## src/rtl/mem_txn_scheduler_if.sv

```systemverilog
// Requester, transaction-engine and ack-bus signals of the memory transaction scheduler.
// slave = scheduler side, master = the environment driving requests and completions.
interface mem_txn_scheduler_if #(
  parameter int ADDR_W = 24
);
  logic [3:0]          in_req_valid;
  logic [3:0]          in_req_rw;
  logic [4*ADDR_W-1:0] in_req_addr;
  logic [3:0]          out_req_ready;
  logic                out_txn_start;
  logic                out_txn_rw;
  logic [ADDR_W-1:0]   out_txn_addr;
  logic [1:0]          out_txn_id;
  logic                in_txn_busy;
  logic                in_txn_done;
  logic                out_txn_abort;
  logic                out_ack_valid;
  logic [1:0]          out_ack_id;
  logic                out_ack_err;
  logic                in_ack_ready;
  logic                out_busy;

  modport slave (
    input  in_req_valid, in_req_rw, in_req_addr, in_txn_busy, in_txn_done, in_ack_ready,
    output out_req_ready, out_txn_start, out_txn_rw, out_txn_addr, out_txn_id,
           out_txn_abort, out_ack_valid, out_ack_id, out_ack_err, out_busy
  );

  modport master (
    output in_req_valid, in_req_rw, in_req_addr, in_txn_busy, in_txn_done, in_ack_ready,
    input  out_req_ready, out_txn_start, out_txn_rw, out_txn_addr, out_txn_id,
           out_txn_abort, out_ack_valid, out_ack_id, out_ack_err, out_busy
  );
endinterface

```

## src/rtl/mem_txn_scheduler.sv

```systemverilog
// Round-robin scheduler sharing one memory transaction engine between four requesters,
// with a launch-to-done watchdog and a per-transaction ack carrying source ID and error.
module mem_txn_scheduler #(
  parameter int ADDR_W  = 24,
  parameter int TIMEOUT = 1000
) (
  input logic              clk,
  input logic              rst_n,
  mem_txn_scheduler_if.slave bus
);
  typedef enum logic [1:0] {IDLE, LAUNCH, WAIT, ACK} state_t;

  localparam logic [15:0] TMO_LAST = 16'(TIMEOUT - 1);

  state_t              state;
  logic [1:0]          rr_ptr;
  logic [1:0]          winner;
  logic                found;
  logic [15:0]         timer;
  logic                err;
  logic                abort;
  logic                txn_rw;
  logic [ADDR_W-1:0]   txn_addr;
  logic [1:0]          txn_id;

  // First pending requester at or after rr_ptr, wrapping modulo 4.
  always_comb begin
    winner = rr_ptr;
    found  = 1'b0;
    for (int k = 0; k < 4; k++) begin
      if (!found && bus.in_req_valid[rr_ptr + 2'(k)]) begin
        found  = 1'b1;
        winner = rr_ptr + 2'(k);
      end
    end
  end

  // Ready is gated by rst_n so every output reads 0 while reset is held.
  assign bus.out_req_ready = (rst_n && state == IDLE && found) ? (4'b0001 << winner) : 4'b0000;
  assign bus.out_txn_start = (state == LAUNCH) && !bus.in_txn_busy;
  assign bus.out_txn_rw    = txn_rw;
  assign bus.out_txn_addr  = txn_addr;
  assign bus.out_txn_id    = txn_id;
  assign bus.out_txn_abort = abort;
  assign bus.out_ack_valid = (state == ACK);
  assign bus.out_ack_id    = txn_id;
  assign bus.out_ack_err   = err;
  assign bus.out_busy      = (state != IDLE);

  always_ff @(posedge clk or negedge rst_n) begin
    if (!rst_n) begin
      state    <= IDLE;
      rr_ptr   <= 2'd0;
      timer    <= 16'd0;
      err      <= 1'b0;
      abort    <= 1'b0;
      txn_rw   <= 1'b0;
      txn_addr <= '0;
      txn_id   <= 2'd0;
    end else begin
      abort <= 1'b0;
      case (state)
        IDLE: begin
          if (found) begin
            txn_rw   <= bus.in_req_rw[winner];
            txn_addr <= bus.in_req_addr[int'(winner)*ADDR_W +: ADDR_W];
            txn_id   <= winner;
            state    <= LAUNCH;
          end
        end
        LAUNCH: begin
          if (!bus.in_txn_busy) begin
            timer <= 16'd0;
            state <= WAIT;
          end
        end
        WAIT: begin
          if (timer != 16'hFFFF) timer <= timer + 16'd1;
          // Completion takes priority over a timeout in the same cycle.
          if (bus.in_txn_done) begin
            err   <= 1'b0;
            state <= ACK;
          end else if (timer == TMO_LAST) begin
            abort <= 1'b1;
            err   <= 1'b1;
            state <= ACK;
          end
        end
        ACK: begin
          if (bus.in_ack_ready) begin
            rr_ptr <= txn_id + 2'd1;
            state  <= IDLE;
          end
        end
        default: state <= IDLE;
      endcase
    end
  end
endmodule

```

## src/flat_wrapper.sv

```systemverilog
// flat-port wrapper written by rule: the top's interface ports become plain ports
module mem_txn_scheduler_flat 
#(
  parameter int ADDR_W  = 24,
  parameter int TIMEOUT = 1000
)
  (clk, rst_n, bus_in_req_valid, bus_in_req_rw, bus_in_req_addr, bus_in_txn_busy, bus_in_txn_done, bus_in_ack_ready, bus_out_req_ready, bus_out_txn_start, bus_out_txn_rw, bus_out_txn_addr, bus_out_txn_id, bus_out_txn_abort, bus_out_ack_valid, bus_out_ack_id, bus_out_ack_err, bus_out_busy);
  mem_txn_scheduler_if #(.ADDR_W(ADDR_W)) bus_i ();
  input logic clk;
  input logic rst_n;
  input wire logic [$bits(bus_i.in_req_valid)-1:0] bus_in_req_valid;
  input wire logic [$bits(bus_i.in_req_rw)-1:0] bus_in_req_rw;
  input wire logic [$bits(bus_i.in_req_addr)-1:0] bus_in_req_addr;
  input wire logic [$bits(bus_i.in_txn_busy)-1:0] bus_in_txn_busy;
  input wire logic [$bits(bus_i.in_txn_done)-1:0] bus_in_txn_done;
  input wire logic [$bits(bus_i.in_ack_ready)-1:0] bus_in_ack_ready;
  output wire logic [$bits(bus_i.out_req_ready)-1:0] bus_out_req_ready;
  output wire logic [$bits(bus_i.out_txn_start)-1:0] bus_out_txn_start;
  output wire logic [$bits(bus_i.out_txn_rw)-1:0] bus_out_txn_rw;
  output wire logic [$bits(bus_i.out_txn_addr)-1:0] bus_out_txn_addr;
  output wire logic [$bits(bus_i.out_txn_id)-1:0] bus_out_txn_id;
  output wire logic [$bits(bus_i.out_txn_abort)-1:0] bus_out_txn_abort;
  output wire logic [$bits(bus_i.out_ack_valid)-1:0] bus_out_ack_valid;
  output wire logic [$bits(bus_i.out_ack_id)-1:0] bus_out_ack_id;
  output wire logic [$bits(bus_i.out_ack_err)-1:0] bus_out_ack_err;
  output wire logic [$bits(bus_i.out_busy)-1:0] bus_out_busy;
  assign bus_i.in_req_valid = bus_in_req_valid;
  assign bus_i.in_req_rw = bus_in_req_rw;
  assign bus_i.in_req_addr = bus_in_req_addr;
  assign bus_i.in_txn_busy = bus_in_txn_busy;
  assign bus_i.in_txn_done = bus_in_txn_done;
  assign bus_i.in_ack_ready = bus_in_ack_ready;
  assign bus_out_req_ready = bus_i.out_req_ready;
  assign bus_out_txn_start = bus_i.out_txn_start;
  assign bus_out_txn_rw = bus_i.out_txn_rw;
  assign bus_out_txn_addr = bus_i.out_txn_addr;
  assign bus_out_txn_id = bus_i.out_txn_id;
  assign bus_out_txn_abort = bus_i.out_txn_abort;
  assign bus_out_ack_valid = bus_i.out_ack_valid;
  assign bus_out_ack_id = bus_i.out_ack_id;
  assign bus_out_ack_err = bus_i.out_ack_err;
  assign bus_out_busy = bus_i.out_busy;
  mem_txn_scheduler #(.ADDR_W(ADDR_W), .TIMEOUT(TIMEOUT)) u_core (.clk(clk), .rst_n(rst_n), .bus(bus_i));
endmodule
```

## config.mk

```make
export PLATFORM = sky130hd
export DESIGN_NAME = mem_txn_scheduler_flat
export DESIGN_NICKNAME = d
export VERILOG_FILES = /design/src/rtl/mem_txn_scheduler_if.sv /design/src/rtl/mem_txn_scheduler.sv /design/src/flat_wrapper.sv
export SDC_FILE = /design/constraint.sdc
export NUM_CORES = 1
export LEC_CHECK = 0
export BUFFER_PORTS_ARGS = -buffer_cell sky130_fd_sc_hd__buf_2
export CAP_MARGIN = 5
export CORE_MARGIN = 2
export CORE_UTILIZATION = 49
export CTS_CLUSTER_DIAMETER = 150
export CTS_CLUSTER_SIZE = 40
export DETAILED_ROUTE_END_ITERATION = 6
export GPL_ROUTABILITY_DRIVEN = 0
export PLACE_DENSITY = 0.81
export SLEW_MARGIN = 10
export SYNTH_ARGS = -nofsm -noshare
export SYNTH_HDL_FRONTEND = slang
export SYNTH_SLANG_ARGS = --single-unit
```

## constraint.sdc

```tcl
create_clock -name clk -period 2.4 [get_ports clk]
set_input_delay 0.48 -clock clk [delete_from_list [all_inputs] [get_ports clk]]
set_output_delay 0.48 -clock clk [all_outputs]
set_load 0.1 [all_outputs]
```

# --- Yosys cells after proc, flatten, opt, wreduce, memory -nomap -nowiden ---
# Index checks and enable logic that the tools add are counted.
word_totals:
  inputBits: 109
  ff_bits: 49
classes:
  muxes: 32
  eq_ne: 10
  n_mul: 1
  n_reduce_logical: 19
  magnitude_cmp: 5
  shift: 2
  n_addsub: 5
op_table:
  columns: ["operator", "count"]
  rows:
  - ["$shiftx 96x32->24", 1]
  - ["$mux 16", 2]
  - ["$pmux 16 s2", 1]
  - ["$add 16x1->16 const B", 1]
  - ["$eq 16x10->1 const B", 1]
  - ["$mux 2", 8]
  - ["$ne 16x16->1 const B", 1]
  - ["$lt 2x3->1 const B", 5]
  - ["$mux 1", 14]
  - ["$bmux 1 s2", 5]
  - ["$pmux 2 s4", 1]
  - ["$logic_and 1x1->1", 6]
  - ["$reduce_and 2->1", 3]
  - ["$reduce_bool 2->1", 3]
  - ["$add 2x1->2 const B", 2]
  - ["$add 2x2->2 const B", 2]
  - ["$eq 2x2->1 const B", 2]
  - ["$logic_not 1->1", 4]
  - ["$mul 2x2->4 const B", 1]
  - ["$mux 4", 1]
  - ["$ne 2x1->1 const B", 2]
  - ["$ne 2x2->1 const B", 2]
  - ["$reduce_and 4->1", 1]
  - ["$shl 1x2->4 const A", 1]
  - ["other kinds (4)", 4]

# --- Depth between registers and ports, before layout ---
# Gate-level depths: netlist of run 1.
logic_depth:
  word_depth: 14
  depth_mapped: 9
  depth_no_buf: 7

# --- Least setup slack after synthesis of run 1 ---
# Ideal clock, no wire load.
synth_path:
  path_type: "register -> output"
  startpoint: "reg u_core.state[0]"
  endpoint: "out bus_out_req_ready[0]"
  path_buffers: 0
  path_slack_ps: -1958
  arrival_time_ps: 3878
  stages_incl_launch_ff: 7
  cell_sequence: "dfrtp_1 inv_1 ha_1 inv_1 nor2_2 nand2_1 nor3b_1"
synth_via:
  elab_chain_cells: 4
synth_lines:
  columns: ["element", "line", "rtl"]
  rows:
  - ["from (decl)", "mem_txn_scheduler.sv:15", "state_t state;"]
  - ["from (signal assigned)", "mem_txn_scheduler.sv:52", "state <= IDLE;"]
  - ["from (signal assigned)", "mem_txn_scheduler.sv:68", "state <= LAUNCH;"]
  - ["from (signal assigned)", "mem_txn_scheduler.sv:74", "state <= WAIT;"]
  - ["$logic_not 2->1", "mem_txn_scheduler.sv:39", "assign bus.out_req_ready = (rst_n && state == IDLE && found) ? (4'b0001 << winner) : 4'b0000;"]
  - ["$logic_and 1x1->1 (2 in series)", "mem_txn_scheduler.sv:39", null]
  - ["$mux 4", "mem_txn_scheduler.sv:39", null]
  - ["to (decl)", "flat_wrapper.sv:17", "output wire logic [$bits(bus_i.out_req_ready)-1:0] bus_out_req_ready;"]
# No other way between the ends.

# --- Final worst setup path of run 1 ---
layout_path:
  startpoint: "reg u_core.rr_ptr[1]"
  endpoint: "out bus_out_req_ready[0]"
layout_via:
  elab_chain_cells: 14
  elab_cells_between_ends: 27
  cone_classes: "3 x add/sub; 1 x shift; 16 x mux; 7 x reduce/logical"
layout_lines:
  columns: ["element", "line", "rtl"]
  rows:
  - ["from (decl)", "mem_txn_scheduler.sv:16", "logic [1:0] rr_ptr;"]
  - ["from (signal assigned)", "mem_txn_scheduler.sv:91", "rr_ptr <= txn_id + 2'd1;"]
  - ["parallel branches: the longest is 13 deep, another holds $add 2x1->2", null, null]
  - ["$mux 4 (*)", "mem_txn_scheduler.sv:39", null]
# Mark *: on every way between the ends. The select of a mux whose other input is x is not followed.

==> results.sh, run 1 <==
export IMPL_status="finished clean"
export IMPL_vias=3499
export IMPL_io_pins=147
export IMPL_grt_pass1_vias=3390
export IMPL_path_max_fanout=7
export IMPL_wl_mm=10.4
export IMPL_drive_above_1_share=0.483
export IMPL_fillerInstances=606
export IMPL_viasPerCell=5.74
export IMPL_fmax_mhz=420
export IMPL_slew_violations=0
export IMPL_fin_nets=624
export IMPL_drc=0
export IMPL_final_setup_skew_ns=0.0166
export IMPL_tritoncts="yes"
export IMPL_hpwl_mm=7.67
export IMPL_synth_most_common_cell="a211oi_2"
export IMPL_h_tree_depth=2
export IMPL_clk_pin_slew_worst_paths_ns=0.10
export IMPL_tns_ns=0
export IMPL_insertion_delay_ns=0.30
export IMPL_synth_top_area_share=0.338
export IMPL_ant_nets=0
export IMPL_fin_crit_ns=2.38
export IMPL_worstHoldPathType="in -> async"
export IMPL_netlist_top_cell_by_area="dfrtp_1"
export IMPL_syn_cell_area_mm2=0.00363
export IMPL_synthCells=369
export IMPL_yosys_warnings=0
export IMPL_die_x_um=90.1
export IMPL_cts_root_buf="clkbuf_8"
export IMPL_ctsLongestPathBuffers=2
export IMPL_power_uw=6610
export IMPL_antenna_found_initial=0
export IMPL_die_h_um=90.1
export IMPL_wl_per_cell_um=17.0
export IMPL_slowest_stage="dfrtp_2"
export IMPL_grt_pass1_wl_mm=17.0
export IMPL_start_util=0.503
export IMPL_grtUsageTotal=0.252
export IMPL_multi_input_area_mm2=0.00222
export IMPL_syn_nets=483
export IMPL_cp_data_required_time_ns=1.92
export IMPL_cts_buffers=5
export IMPL_die_area_mm2=0.00812
export IMPL_synth_edf_count=0
export IMPL_dr_pass1_iters=4
export IMPL_relSlewSlack=0.280
export IMPL_synthFlopType="dfrtp_1"
export IMPL_grt_setup_unrepaired="true"
export IMPL_core_mm2=0.00721
export IMPL_grt_max_degree=50
export IMPL_yosys_top_cells_area="dfrtp_1 (34%), a211oi_2 (17%), mux2i_1 (7.2%), a211oi_1 (5.2%), nand2_1 (5.1%)"
export IMPL_rows=31
export IMPL_hold_violations=0
export IMPL_maxCapViolCount=0
export IMPL_clock_sinks=49
export IMPL_path_cells="and3b_1 -> a2111oi_4 -> or2_2 -> nor3b_4 -> buf_12"
export IMPL_cpPeakStageDelay_ns=0.45
export IMPL_setup_violations=0
export IMPL_drtIter0Drc=121
export IMPL_critPathKind="reg -> out"
export IMPL_io_buffers=146
export IMPL_area_delta_synth_final_pct=27.8
export IMPL_ir_drop_mv=0.943
export IMPL_grt_overflow_total=0
export IMPL_ys_async_sr_fraction=1.00
export IMPL_cts_hold_buf=0
export IMPL_ys_top_cells_by_count="a211oi_2 (50), dfrtp_1 (49), nand2_1 (49)"
export IMPL_end_kind="output pin"
export IMPL_regArea_mm2=0.00123
export IMPL_cellPowerDensity_mw_per_mm2=1420
export IMPL_synth_distinct_cells=54
export IMPL_ys_ff_latch=49
export IMPL_num_antenna_cells=0
export IMPL_worstMarginPinSlew_ns=1.08
export IMPL_critical_path_arrival_ns=1.90
export IMPL_critPathLaunchType="flip-flop"
export IMPL_synth_area_per_cell_um2=9.84
export IMPL_holdWs_ns=0.340
export IMPL_leakagePower_uw=0.00211
export IMPL_ys_seq_area_frac=0.338
export IMPL_period_share=0.992
==> final cells by class <==
cell class | count | area share
multi-input cells | 281 | 0.478
inverters | 9 | 0.00836
well taps | 99 | 0.0267
clock buffers | 6 | 0.0156
repair buffers | 164 | 0.205
clock inverters | 2 | 0.00216
flip-flops and latches | 49 | 0.264
==> state kept, by name (all words and copies together), names as in the netlist <==
name	cells
u_core.bus.out_txn_abort	1
u_core.rr_ptr	2
u_core.bus.out_ack_id	2
u_core.bus.out_ack_err	1
u_core.bus.out_txn_addr	24
u_core.timer	16
u_core.state	2
u_core.bus.out_txn_rw	1
==> power by group <==
group	total, uW	internal (uW)	leakage, uW	switching, uW
combinational	4760	1220	0.00147	3540
clock	490	203	0.0000450	287
sequential	1370	1130	0.000592	233
==> stage by stage <==
stage	std cells	utilization	area, um2	setup slack, ns
3_5_place_dp	600	0.628	4530	0.00347
4_1_cts	610	0.642	4630	0.0000397
6_report	610	0.643	4640	0.0202
3_3_place_gp	600	0.628	4530	0.0722
5_1_grt	610	0.643	4640	-0.0457
2_1_floorplan	369	-	3710	-0.542
==> worst max-delay path, delay by kind of cell (launching register included) <==
| family | cells | cell delay, ns |
|---|---|---|
| flip-flops | 1 | 0.45 |
| AO/OA/AOI/OAI | 1 | 0.06 |
| buffers and inverters | 1 | 0.21 |
| AND/OR/NAND/NOR | 3 | 0.88 |
==> final timing paths <==
kind                             startpoint                          end  slack (ns)  depth (start not counted)
setup / recovery           u_core.rr_ptr[1]         bus_out_req_ready[0]        0.02                          5
hold / removal                        rst_n  u_core.bus.out_txn_addr[17]        0.34                          2
setup reg to reg            u_core.state[1]              u_core.timer[3]        0.21                          8
hold reg to reg             u_core.timer[1]              u_core.timer[1]        0.54                          2
max in group asynchronous             rst_n             u_core.rr_ptr[1]        1.58                          2
min in group clk            bus_in_txn_done     u_core.bus.out_txn_abort        0.35                          2
==> cell usage in the layout (no fill, tap or decap), types with 3 or more instances in the layout <==
master    netlist  routed
or4_1           4       4
ha_1            5       4
clkinv_2        1       3
buf_4           6      16
buf_12          3       6
o21ai_1         3       3
inv_1           8       5
nand4_1         4       4
a21oi_1        12      12
o21ai_0         8       8
nor2b_1         5       4
nand3_1         4       4
clkbuf_8        0       5
nor2_1         29      28
mux2i_1        26      26
o31ai_1         3       3
nor3_4          0       3
and3_1          4       4
nor4_1          5       5
dfrtp_1        49      48
a211oi_2       50      50
nor3_1          6       3
a211oi_1       25      25
buf_2           2     142
o21a_1          3       3
nand2_1        49      48
==> routing by layer <==
| metal | global-route usage | up-vias | wire length (um) |
|---|---|---|---|
| met4 | 0.0897 | 0 | 286 |
| li1 | - | 1670 | - |
| met2 | 0.440 | 122 | 5260 |
| met1 | 0.318 | 1684 | 4290 |
| met3 | 0.0377 | 23 | 527 |
| met5 | 0 | - | 0 |
==> timing repair <==
action | 4_1_cts | 5_1_grt
pin swaps | 2 | 1
buffers inserted | 2 | 0
resized for setup | 2 | 2
setup endpoints to repair | 4 | 4
==> logic make-up after synthesis <==
group,share of synthesized area
multiplexers,0.0748
AND/OR/NAND/NOR,0.174
AO/OA/AOI/OAI,0.316
buffers and inverters,0.0754
flip-flops,0.338
XOR/XNOR,0.00482
adder cells (fa/ha/maj),0.0172
Power figures use the tool's default switching activity.
==> inputs of run 2 (changes only) <==
--- a/config.mk
+++ b/config.mk
@@ -8,12 +8,11 @@
 export BUFFER_PORTS_ARGS = -buffer_cell sky130_fd_sc_hd__buf_2
 export CAP_MARGIN = 5
 export CORE_MARGIN = 2
-export CORE_UTILIZATION = 49
+export CORE_UTILIZATION = 35
 export CTS_CLUSTER_DIAMETER = 150
 export CTS_CLUSTER_SIZE = 40
 export DETAILED_ROUTE_END_ITERATION = 6
 export GPL_ROUTABILITY_DRIVEN = 0
-export PLACE_DENSITY = 0.81
 export SLEW_MARGIN = 10
 export SYNTH_ARGS = -nofsm -noshare
 export SYNTH_HDL_FRONTEND = slang
==> run 2 against run 1 <==
Against the previous run: hold slack better by 0.011 ns; critical path depth unchanged; cell count grew 5.7%; via count down 3.0%; clock power increased by 42%; sequential share of layout area fell by 0.36 points; combinational power shrank 2%; setup slack gained 0.0047 ns; final area grew 1.4%; die area rose by 38%; non-clock buffer count down 3; critical endpoint is now bus_out_req_ready[2]; largest cell class unchanged; largest power group unchanged; highest routed layer unchanged.
==> results.sh, run 2 (synthesis results as in run 1) <==
export IMPL_end_kind="output pin"
export IMPL_ant_nets=0
export IMPL_cellPowerDensity_mw_per_mm2=1430
export IMPL_fmax_mhz=421
export IMPL_final_cells=645
export IMPL_grt_pass1_vias=3340
export IMPL_area_delta_synth_final_pct=29.6
export IMPL_worstMarginPinSlew_ns=1.08
export IMPL_fin_nets=621
export IMPL_start_util=0.357
export IMPL_io_buffers=146
export IMPL_largest_reg_flops=24
export IMPL_critPathLaunchType="flip-flop"
export IMPL_tritoncts="yes"
export IMPL_clk_pin_slew_worst_paths_ns=0.10
export IMPL_dp_cells=634
export IMPL_final_common_cell="buf_2"
export IMPL_slew_violations=0
export IMPL_rr_worst_depth=5
export IMPL_grt_max_degree=51
export IMPL_clock_sinks=49
export IMPL_drive_above_1_share=0.482
export IMPL_core_mm2=0.0102
export IMPL_io_pins=147
export IMPL_viasPerCell=5.26
export IMPL_cts_hold_buf=0
export IMPL_grtUsageTotal=0.178
export IMPL_setup_violations=0
export IMPL_dr_pass1_iters=4
export IMPL_leakagePower_uw=0.00211
export IMPL_maxCapViolCount=0
export IMPL_worstHoldPathType="in -> async"
export IMPL_hpwl_mm=7.31
export IMPL_grt_pass1_wl_mm=16.3
export IMPL_fin_util=0.462
export IMPL_grt_setup_unrepaired="true"
export IMPL_wl_per_cell_um=15.7
export IMPL_cts_buffers=5
export IMPL_ctsLongestPathBuffers=2
export IMPL_rows=37
export IMPL_final_setup_skew_ns=0.0185
export IMPL_antenna_found_initial=1
export IMPL_drc=0
export IMPL_r2r_start="u_core.rr_ptr[1]"
export IMPL_die_h_um=106
export IMPL_path_cells="and3b_1 -> a2111oi_4 -> nor2_4 -> nor3b_4 -> buf_12"
export IMPL_h_tree_depth=2
export IMPL_wl_mm=10.1
export IMPL_die_x_um=106
export IMPL_reg2reg_slack_ns=0.18
export IMPL_relSlewSlack=0.276
export IMPL_critPathKind="reg -> out"
export IMPL_cts_root_buf="clkbuf_8"
export IMPL_grt_overflow_total=0
export IMPL_r2r_end="u_core.bus.out_txn_addr[9]"
export IMPL_final_cell_mix="buf_2 (142), a211oi_2 (50), nand2_1 (48), dfrtp_1 (48), nor2_1 (28)"
export IMPL_path_max_fanout=6
export IMPL_tns_ns=0
export IMPL_status="finished clean"
export IMPL_critical_path_arrival_ns=1.90
export IMPL_cpPeakStageDelay_ns=0.45
export IMPL_vias=3395
export IMPL_insertion_delay_ns=0.31
export IMPL_period_share=0.990
export IMPL_cp_data_required_time_ns=1.92
export IMPL_die_area_mm2=0.0112
export IMPL_hold_violations=0
export IMPL_drtIter0Drc=168
export IMPL_fin_crit_ns=2.38
export IMPL_slowest_stage="dfrtp_2"
export IMPL_ir_drop_mv=0.676
## run 2: changes by cell type in the layout (fill, tap and decap cells not counted)
cell and delta:
buf_4 -2, bufinv_16 +2, buf_12 -1, clkbuf_1 -1, clkinv_2 -1, diode_2 +1
nor2_2 -1, nor2_4 +1, nor3_2 +1, nor3_4 -1
## run 2: worst max-delay path by stage
stage,startpoint,endpoint,slack [ns],cells past startpoint
2_1_floorplan,u_core.state[1],bus_out_req_ready[0],-0.54,6
3_3_place_gp,bus_in_req_valid[2],u_core.bus.out_txn_addr[13],-0.08,6
3_5_place_dp,bus_in_req_valid[2],u_core.bus.out_txn_addr[6],-0.15,6
4_1_cts,u_core.rr_ptr[1],bus_out_req_ready[2],0.008,5
5_1_grt,u_core.rr_ptr[1],bus_out_req_ready[2],-0.07,5
6_report,u_core.rr_ptr[1],bus_out_req_ready[2],0.02,5
## run 2: critical path, delay by kind of cell, from the launching register on
kind	cells	cell delay, ns
AOI/OAI and AO/OA	1	0.39
buffers and inverters	1	0.20
DFF	1	0.45
and+or+nand+nor	3	0.57
## run 2: what timing repair did
action,4_1_cts,5_1_grt
gates resized for setup,3,1
setup buffers,0,2
pin swaps,1,2
setup endpoints to repair,4,4
## run 2: cell type report
cell class / count / area [um2]
fillers: 1009 / 5480
multi-input cells: 281 / 2220
flip-flops and latches: 49 / 1230
repair buffers: 161 / 916
well taps: 136 / 170
clock buffers: 5 / 68.8
clock inverters: 3 / 65.1
inverters: 9 / 38.8
diodes: 1 / 2.50
## run 2: routing by layer
layer,vias up,part of all wire,GRT usage
met5,-,0,0
met4,0,0.018,0.0489
met3,15,0.045,0.0272
met2,102,0.51,0.324
met1,1617,0.42,0.217
li1,1661,-,-
## run 2: power breakdown
| part | switching, uW | internal (uW) |
|---|---|---|
| combinational | 3500 | 1190 |
| clock | 282 | 414 |
| sequential | 228 | 1140 |
| total | 4010 | 2740 |
## run 2: through the flow
stage	setup slack (ns)	total power [uW]	instance area [um2]	hold WS, ns
6_report	0.0249	6740	4710	0.350
2_1_floorplan	-0.542	5350	3710	0.184
3_3_place_gp	-0.0782	5990	4540	0.494
4_1_cts	0.00830	6780	4680	0.355
3_5_place_dp	-0.151	6060	4540	0.522
5_1_grt	-0.0732	7110	4710	0.360
